===== src/rtl/alu_arbiter_if.sv =====
// rtl/alu_arbiter_if.sv - requester, response and shared-ALU signal bundle for alu_arbiter
interface alu_arbiter_if #(
    parameter int XLEN  = 32,
    parameter int FUN_W = 4
);
    logic             req_valid_0;
    logic             req_valid_1;
    logic             req_ready_0;
    logic             req_ready_1;
    logic [FUN_W-1:0] req_fun_0;
    logic [FUN_W-1:0] req_fun_1;
    logic [XLEN-1:0]  req_op1_0;
    logic [XLEN-1:0]  req_op1_1;
    logic [XLEN-1:0]  req_op2_0;
    logic [XLEN-1:0]  req_op2_1;

    logic             rsp_valid_0;
    logic             rsp_valid_1;
    logic             rsp_ready_0;
    logic             rsp_ready_1;
    logic [XLEN-1:0]  rsp_data;

    logic [FUN_W-1:0] alu_fun;
    logic [XLEN-1:0]  alu_op1;
    logic [XLEN-1:0]  alu_op2;
    logic [XLEN-1:0]  alu_data;

    logic             busy;

    modport slave (
        input  req_valid_0, req_valid_1, req_fun_0, req_fun_1,
               req_op1_0, req_op1_1, req_op2_0, req_op2_1,
               rsp_ready_0, rsp_ready_1, alu_data,
        output req_ready_0, req_ready_1, rsp_valid_0, rsp_valid_1, rsp_data,
               alu_fun, alu_op1, alu_op2, busy
    );

    modport master (
        output req_valid_0, req_valid_1, req_fun_0, req_fun_1,
               req_op1_0, req_op1_1, req_op2_0, req_op2_1,
               rsp_ready_0, rsp_ready_1, alu_data,
        input  req_ready_0, req_ready_1, rsp_valid_0, rsp_valid_1, rsp_data,
               alu_fun, alu_op1, alu_op2, busy
    );
endinterface


===== src/rtl/alu_arbiter.sv =====
// rtl/alu_arbiter.sv - two-port round-robin arbiter sharing one combinational ALU
module alu_arbiter #(
    parameter int XLEN  = 32,
    parameter int FUN_W = 4
) (
    input  logic          clk,
    input  logic          reset,
    alu_arbiter_if.slave  bus
);

    typedef enum logic [1:0] {
        IDLE = 2'd0,
        EXEC = 2'd1,
        RESP = 2'd2
    } state_t;

    state_t           state;
    state_t           state_nxt;

    logic             last_grant;
    logic             grant_vld;
    logic             grant_port;
    logic             port_q;
    logic             rsp_hs;
    logic [FUN_W-1:0] fun_q;
    logic [XLEN-1:0]  op1_q;
    logic [XLEN-1:0]  op2_q;
    logic [XLEN-1:0]  result_q;

    always_ff @(posedge clk or posedge reset) begin
        if (reset) begin
            state <= IDLE;
        end else begin
            state <= state_nxt;
        end
    end

    // Grants exist only in IDLE and never while reset is held, so ready is
    // also the acceptance strobe for the granted port.
    always_comb begin
        state_nxt       = state;
        grant_vld       = 1'b0;
        grant_port      = 1'b0;
        rsp_hs          = 1'b0;
        bus.req_ready_0 = 1'b0;
        bus.req_ready_1 = 1'b0;
        bus.rsp_valid_0 = 1'b0;
        bus.rsp_valid_1 = 1'b0;
        bus.busy        = 1'b1;

        case (state)
            IDLE: begin
                bus.busy = 1'b0;
                if (!reset) begin
                    if (bus.req_valid_0 && bus.req_valid_1) begin
                        grant_vld  = 1'b1;
                        grant_port = ~last_grant;
                    end else if (bus.req_valid_0) begin
                        grant_vld  = 1'b1;
                        grant_port = 1'b0;
                    end else if (bus.req_valid_1) begin
                        grant_vld  = 1'b1;
                        grant_port = 1'b1;
                    end
                end
                if (grant_vld) begin
                    bus.req_ready_0 = ~grant_port;
                    bus.req_ready_1 = grant_port;
                    state_nxt       = EXEC;
                end
            end
            EXEC: begin
                state_nxt = RESP;
            end
            RESP: begin
                bus.rsp_valid_0 = ~port_q;
                bus.rsp_valid_1 = port_q;
                rsp_hs          = port_q ? bus.rsp_ready_1 : bus.rsp_ready_0;
                if (rsp_hs) begin
                    state_nxt = IDLE;
                end
            end
            default: begin
                state_nxt = IDLE;
            end
        endcase
    end

    always_ff @(posedge clk or posedge reset) begin
        if (reset) begin
            last_grant <= 1'b1;
            port_q     <= 1'b0;
            fun_q      <= '0;
            op1_q      <= '0;
            op2_q      <= '0;
            result_q   <= '0;
        end else begin
            if (grant_vld) begin
                last_grant <= grant_port;
                port_q     <= grant_port;
                fun_q      <= grant_port ? bus.req_fun_1 : bus.req_fun_0;
                op1_q      <= grant_port ? bus.req_op1_1 : bus.req_op1_0;
                op2_q      <= grant_port ? bus.req_op2_1 : bus.req_op2_0;
            end
            if (state == EXEC) begin
                result_q <= bus.alu_data;
            end
        end
    end

    // ALU inputs come straight from the operand latches so they stay quiet
    // between transactions.
    assign bus.alu_fun  = fun_q;
    assign bus.alu_op1  = op1_q;
    assign bus.alu_op2  = op2_q;
    assign bus.rsp_data = result_q;

endmodule

===== src/flat_wrapper.sv =====
// flat-port wrapper written by rule: the top's interface ports become plain ports
module alu_arbiter_flat 
#(
    parameter int XLEN  = 32,
    parameter int FUN_W = 4
)
  (clk, reset, bus_req_valid_0, bus_req_valid_1, bus_req_fun_0, bus_req_fun_1, bus_req_op1_0, bus_req_op1_1, bus_req_op2_0, bus_req_op2_1, bus_rsp_ready_0, bus_rsp_ready_1, bus_alu_data, bus_req_ready_0, bus_req_ready_1, bus_rsp_valid_0, bus_rsp_valid_1, bus_rsp_data, bus_alu_fun, bus_alu_op1, bus_alu_op2, bus_busy);
  alu_arbiter_if #(.XLEN(XLEN), .FUN_W(FUN_W)) bus_i ();
  input  logic clk;
  input  logic reset;
  input wire logic [$bits(bus_i.req_valid_0)-1:0] bus_req_valid_0;
  input wire logic [$bits(bus_i.req_valid_1)-1:0] bus_req_valid_1;
  input wire logic [$bits(bus_i.req_fun_0)-1:0] bus_req_fun_0;
  input wire logic [$bits(bus_i.req_fun_1)-1:0] bus_req_fun_1;
  input wire logic [$bits(bus_i.req_op1_0)-1:0] bus_req_op1_0;
  input wire logic [$bits(bus_i.req_op1_1)-1:0] bus_req_op1_1;
  input wire logic [$bits(bus_i.req_op2_0)-1:0] bus_req_op2_0;
  input wire logic [$bits(bus_i.req_op2_1)-1:0] bus_req_op2_1;
  input wire logic [$bits(bus_i.rsp_ready_0)-1:0] bus_rsp_ready_0;
  input wire logic [$bits(bus_i.rsp_ready_1)-1:0] bus_rsp_ready_1;
  input wire logic [$bits(bus_i.alu_data)-1:0] bus_alu_data;
  output wire logic [$bits(bus_i.req_ready_0)-1:0] bus_req_ready_0;
  output wire logic [$bits(bus_i.req_ready_1)-1:0] bus_req_ready_1;
  output wire logic [$bits(bus_i.rsp_valid_0)-1:0] bus_rsp_valid_0;
  output wire logic [$bits(bus_i.rsp_valid_1)-1:0] bus_rsp_valid_1;
  output wire logic [$bits(bus_i.rsp_data)-1:0] bus_rsp_data;
  output wire logic [$bits(bus_i.alu_fun)-1:0] bus_alu_fun;
  output wire logic [$bits(bus_i.alu_op1)-1:0] bus_alu_op1;
  output wire logic [$bits(bus_i.alu_op2)-1:0] bus_alu_op2;
  output wire logic [$bits(bus_i.busy)-1:0] bus_busy;
  assign bus_i.req_valid_0 = bus_req_valid_0;
  assign bus_i.req_valid_1 = bus_req_valid_1;
  assign bus_i.req_fun_0 = bus_req_fun_0;
  assign bus_i.req_fun_1 = bus_req_fun_1;
  assign bus_i.req_op1_0 = bus_req_op1_0;
  assign bus_i.req_op1_1 = bus_req_op1_1;
  assign bus_i.req_op2_0 = bus_req_op2_0;
  assign bus_i.req_op2_1 = bus_req_op2_1;
  assign bus_i.rsp_ready_0 = bus_rsp_ready_0;
  assign bus_i.rsp_ready_1 = bus_rsp_ready_1;
  assign bus_i.alu_data = bus_alu_data;
  assign bus_req_ready_0 = bus_i.req_ready_0;
  assign bus_req_ready_1 = bus_i.req_ready_1;
  assign bus_rsp_valid_0 = bus_i.rsp_valid_0;
  assign bus_rsp_valid_1 = bus_i.rsp_valid_1;
  assign bus_rsp_data = bus_i.rsp_data;
  assign bus_alu_fun = bus_i.alu_fun;
  assign bus_alu_op1 = bus_i.alu_op1;
  assign bus_alu_op2 = bus_i.alu_op2;
  assign bus_busy = bus_i.busy;
  alu_arbiter #(.XLEN(XLEN), .FUN_W(FUN_W)) u_core (.clk(clk), .reset(reset), .bus(bus_i));
endmodule

===== config.mk =====
export PLATFORM = sky130hd
export DESIGN_NAME = alu_arbiter_flat
export DESIGN_NICKNAME = d
export VERILOG_FILES = /design/src/rtl/alu_arbiter_if.sv /design/src/rtl/alu_arbiter.sv /design/src/flat_wrapper.sv
export SDC_FILE = /design/constraint.sdc
export NUM_CORES = 1
export LEC_CHECK = 0
export ABC_AREA = 1
export BUFFER_PORTS_ARGS = -buffer_cell sky130_fd_sc_hd__clkbuf_2
export CORE_MARGIN = 2
export CORE_UTILIZATION = 37
export CTS_CLUSTER_SIZE = 14
export DETAILED_ROUTE_END_ITERATION = 8
export HOLD_SLACK_MARGIN = 0.15
export PLACE_DENSITY = 0.71
export SLEW_MARGIN = 15
export SYNTH_ARGS = -nofsm -noshare
export SYNTH_HDL_FRONTEND = slang
export SYNTH_SLANG_ARGS = --single-unit

===== constraint.sdc =====
create_clock -name clk -period 3.7 [get_ports clk]
set_clock_uncertainty 0.1 [all_clocks]
set_input_delay 0.925 -clock clk [delete_from_list [all_inputs] [get_ports clk]]
set_output_delay 0.925 -clock clk [all_outputs]
set_load 0.02 [all_outputs]

# After elaboration in Yosys (flattened, before gate mapping)
# Cells that the tools add are included.
# op_classes
n_eq_ne,4
n_mux,25
n_bitwise,3
n_reduce_logical,3
# op_table
operator,count
2-to-1 mux 32 bit,2
2-to-1 mux 1 bit,19
case mux 2 bit (3 select lines),1
2-to-1 mux 2 bit,2
2-to-1 mux 4 bit,1
"!= test 2 x 1 -> 1 bit, second input constant",2
NOT 1 bit,3
"== test 2 x 1 -> 1 bit, second input constant",1
"== test 2 bit, second input constant",1
zero test 2 bit,1
AND reduction 2 bit,1
logical AND 1 bit,1
# totals
reg_bits,104
in_bits,174
output_inout_bits,105
word_cells,42

# Depth between registers and ports, before layout
# depth
word_depth,8
ltp_mapped,7
mapped_depth_nobuf,6

# Worst setup path before layout
# OpenSTA, ideal clock, no wires.
# synth_timing
path_kind,input-to-output
from,input port reset
to,output port bus_req_ready_0
arrival_time_ns,3.211
t_required_ns,2.675
setup_slack_ns,-0.536
stages,6
path_buffers,1
path_cell_list,inv_2 o21ai_1 nor2_4 inv_2 buf_2 a21oi_1
# synth_between
elab_chain_cells,5
elab_cells_between_ends,7
# synth_rtl
element,line,text
start: declaration,flat_wrapper.sv:10,input logic reset;
2-to-1 mux 1 bit,alu_arbiter.sv:54,if (!reset) begin
2-to-1 mux 1 bit,alu_arbiter.sv:51,case (state)
NOT 1 bit,alu_arbiter.sv:67,bus.req_ready_0 = ~grant_port;
2-to-1 mux 1 bit *,alu_arbiter.sv:66,if (grant_vld) begin
2-to-1 mux 1 bit *,alu_arbiter.sv:51,
end: declaration,flat_wrapper.sv:22,output wire logic [$bits(bus_i.req_ready_0)-1:0] bus_req_ready_0;
# Mark *: on every way between the ends. The rest lies on a longest branch, timed or not. The select of a mux whose other input is x is not followed.

# Final worst setup path
# Ends and elaborated chain as after synthesis.

==> results.toml <==
[routing]
final_antenna_violating_net_count = 0
detailedRoute.firstIterationViolations = 203
post-route-drc-count = 0
routed_wire_per_std_cell_um = 13.4
detail_route.first_pass.iterations = 4
vias = 4798
detail_route.vias_per_cell = 4.56
wl_mm = 14.1

[power_and_ir_drop]
power_report.internal_total_mw = 3.02
clockPowerShare_pct = 17.0
leakage_nw = 4.09
power_per_cell_area_nw_per_um2 = 768
power.share.sequential_pct = 37.5
combinationalPowerShare_pct = 45.5
vdd_drop_max_mv = 0.325
design_power_total_mw = 5.32
netSwitchingPower_mw = 2.30
sw_frac_of_total_pct = 43.2

[outcome]
outcome = "completed"

[sta]
timing_max_transition_violations_final = 0
final.period_utilization_pct = 73.0
setup-tns-final_ns = 0
slew-limit-headroom_pct = 49.8
tightestPinTransition_ns = 0.753
timing.fmax_mhz = 370
final.min_clock_period_ns = 2.70
final-setup-viol-count = 0
grt_setup_unrepaired = "no"
final_hold_viol_count = 0

[synthesis]
mappedNetlistNets = 782
syn_area_sq_um = 5140
yosys.cell_types.count = 18
number_of_warnings_reported_in_the_yosys_synthesis_log = 0
ys_seq_elements = 104
syn_avg_cell_area_sq_um = 8.45
ys_seq_area_share_pct = 50.7
synthesis.instances = 608

[clocking]
cts_made_buffers = 9
cts_resized = 0
clk_pin_slew_ns = 0.07
cts_hold_buf = 0
cts-root-to-sink-buffers = 2
cts_htree_levels = 3
cts_setup_buffers = 0
ctsRootBufferMaster = "sky130_fd_sc_hd__clkbuf_16"
cts_num_sinks = 104
clock_latency_late_sink_ns = 0.34
cts_tree = "yes"

[global_routing]
grt_overflow_total = 0
number_of_antenna_violations_at_the_first_check_in_global_routing = 0
grt_pass1_wl_mm = 22.2
maximum_number_of_pins_on_one_net_before_global_route_repair = 71
grt_use_total_pct = 18.9
vias_in_the_first_global_route = 4508

[worst_setup_path]
timing.critical_path.arrival_ns = 1.68
element_type_at_the_critical_path_start = "primary input"
worstSetupEndpointType = "primary output"
worstPathMaxFanout = 2
worst_path_required_time_ns = 2.67
critical_path_class = "in -> out"

[finish]
flow.area_growth_from_synthesis_pct = 34.8
design.final.nets = 1041
antenna_cells_inserted = 0
post_route_cells_drive_above_1_share_pct = 39.3

[floorplanning]
vertical_die_dimension_um = 122
initial_utilization_pct = 37.4
rows = 43
floorplan.die_area_sq_um = 14800
floorplan.io_pins = 279
die_width_um = 122
floorplan.core_area_sq_um = 13700

[flow_run]
max-cap-violations = 0

[placement]
io_buffers = 278
gp_congestion = 0.779
hpwl_after_dpl_mm = 10.0

[worst_hold_path]
holdCritPathClass = "reg -> reg"
cells by family (layout without fill, tap and decap cells):
family                 count (synthesis)  count (layout)  synth area share, %
DFF                                  104             104                 50.7
buffers and inverters                114             378                 8.99
AOI/OAI and AO/OA                      3               3                0.292
muxes                                 32              32                 7.02
and+or+nand+nor                      355             355                 33.0
registers in the layout (all words and copies together) (netlist names):
signal,flops
u_core.bus.alu_op1,32
u_core.bus.alu_op2,32
u_core.bus.rsp_data,32
u_core.bus.alu_fun,4
u_core.state,2
u_core.last_grant,1
u_core.port_q,1
cell type report:
class	instances	area (sq um)
clock buffers	10	239
clock inverters	6	43.8
fillers	1382	6800
inverters	76	288
multi-input cells	390	2070
flip-flops and latches	104	2600
well taps	180	225
repair buffers	286	1450
synthesized netlist by cell type:
cell type | n | area [sq um]
sky130_fd_sc_hd__clkbuf_1 | 8 | 30.0
sky130_fd_sc_hd__nand3_2 | 1 | 10.0
sky130_fd_sc_hd__o21ai_0 | 1 | 5.00
sky130_fd_sc_hd__a21oi_1 | 1 | 5.00
sky130_fd_sc_hd__mux2_2 | 32 | 360
sky130_fd_sc_hd__buf_1 | 5 | 18.8
sky130_fd_sc_hd__nor2_4 | 2 | 22.5
sky130_fd_sc_hd__dfrtp_1 | 103 | 2580
sky130_fd_sc_hd__nand3b_1 | 68 | 510
sky130_fd_sc_hd__inv_2 | 4 | 15.0
sky130_fd_sc_hd__buf_4 | 1 | 7.51
sky130_fd_sc_hd__dfstp_2 | 1 | 26.3
sky130_fd_sc_hd__nand2_1 | 211 | 792
sky130_fd_sc_hd__o21ai_1 | 1 | 5.00
sky130_fd_sc_hd__inv_1 | 72 | 270
sky130_fd_sc_hd__nand3_1 | 69 | 345
sky130_fd_sc_hd__buf_2 | 24 | 120
sky130_fd_sc_hd__nor2_1 | 4 | 15.0
path summary, 6_finish.rpt:
check	slack (ns)	endpoint	depth (start not counted)	startpoint
setup / recovery	1.0	bus_req_ready_0	7	reset
hold / removal	0.38	u_core.last_grant	2	u_core.last_grant
setup reg to reg	1.77	u_core.bus.alu_op1[15]	6	u_core.state[1]
hold reg to reg	0.38	u_core.last_grant	2	u_core.last_grant
max in group asynchronous	1.65	u_core.bus.rsp_data[10]	4	reset
min in group asynchronous	0.68	u_core.bus.alu_op1[2]	3	reset
worst max-delay path, cell delays in order:
cell,delay (ns)
sky130_fd_sc_hd__clkbuf_2,0.13
sky130_fd_sc_hd__inv_4,0.06
sky130_fd_sc_hd__o21ai_1,0.09
sky130_fd_sc_hd__nor2_4,0.10
sky130_fd_sc_hd__inv_2,0.04
sky130_fd_sc_hd__a21oi_1,0.13
sky130_fd_sc_hd__clkbuf_2,0.20
power by group through the flow:
| stage | clock network (mW) | registers (mW) | logic (mW) |
|---|---|---|---|
| 6_report | 0.903 | 1.99 | 2.42 |
| 5_1_grt | 0.971 | 2.07 | 2.65 |
| 4_1_cts | 0.934 | 2.00 | 2.46 |
| 3_5_place_dp | 0 | 2.01 | 2.46 |
| 3_3_place_gp | 0 | 1.99 | 2.42 |
| 2_1_floorplan | 0 | 2.64 | 0.900 |
routing by layer:
layer / vias to the layer above / track usage (%) / part of all wire (%)
met4: 0 / 7.11 / 1.9
met1: 2168 / 23.9 / 42
met2: 188 / 31.7 / 49
met3: 20 / 4.26 / 7.8
met5: - / 0 / 0
li1: 2422 / - / -
cells in the final DEF (no fill, tap or decap), drive strengths merged:
master,count
o21ai,2
a21oi,1
clkinvlp,1
dfrtp,103
nor2,6
nand3,70
dfstp,1
inv,77
nand2,211
buf,8
nand3b,68
mux2,32
clkinv,4
clkbuf,288
through the flow:
step | util (%) | setup slack (ns) | std cells | area, sq um | hold WS, ns
after floorplan | - | 0.00909 | 608 | 5140 | 0.343
after global placement | 48.4 | 1.02 | 1036 | 6640 | 0.362
after detailed placement | 48.4 | 0.999 | 1036 | 6640 | 0.365
after CTS | 50.5 | 0.994 | 1052 | 6920 | 0.379
after global routing | 50.5 | 0.912 | 1052 | 6920 | 0.400
final | 50.5 | 0.999 | 1052 | 6920 | 0.375
No activity file was read; power rests on OpenSTA's default activity.
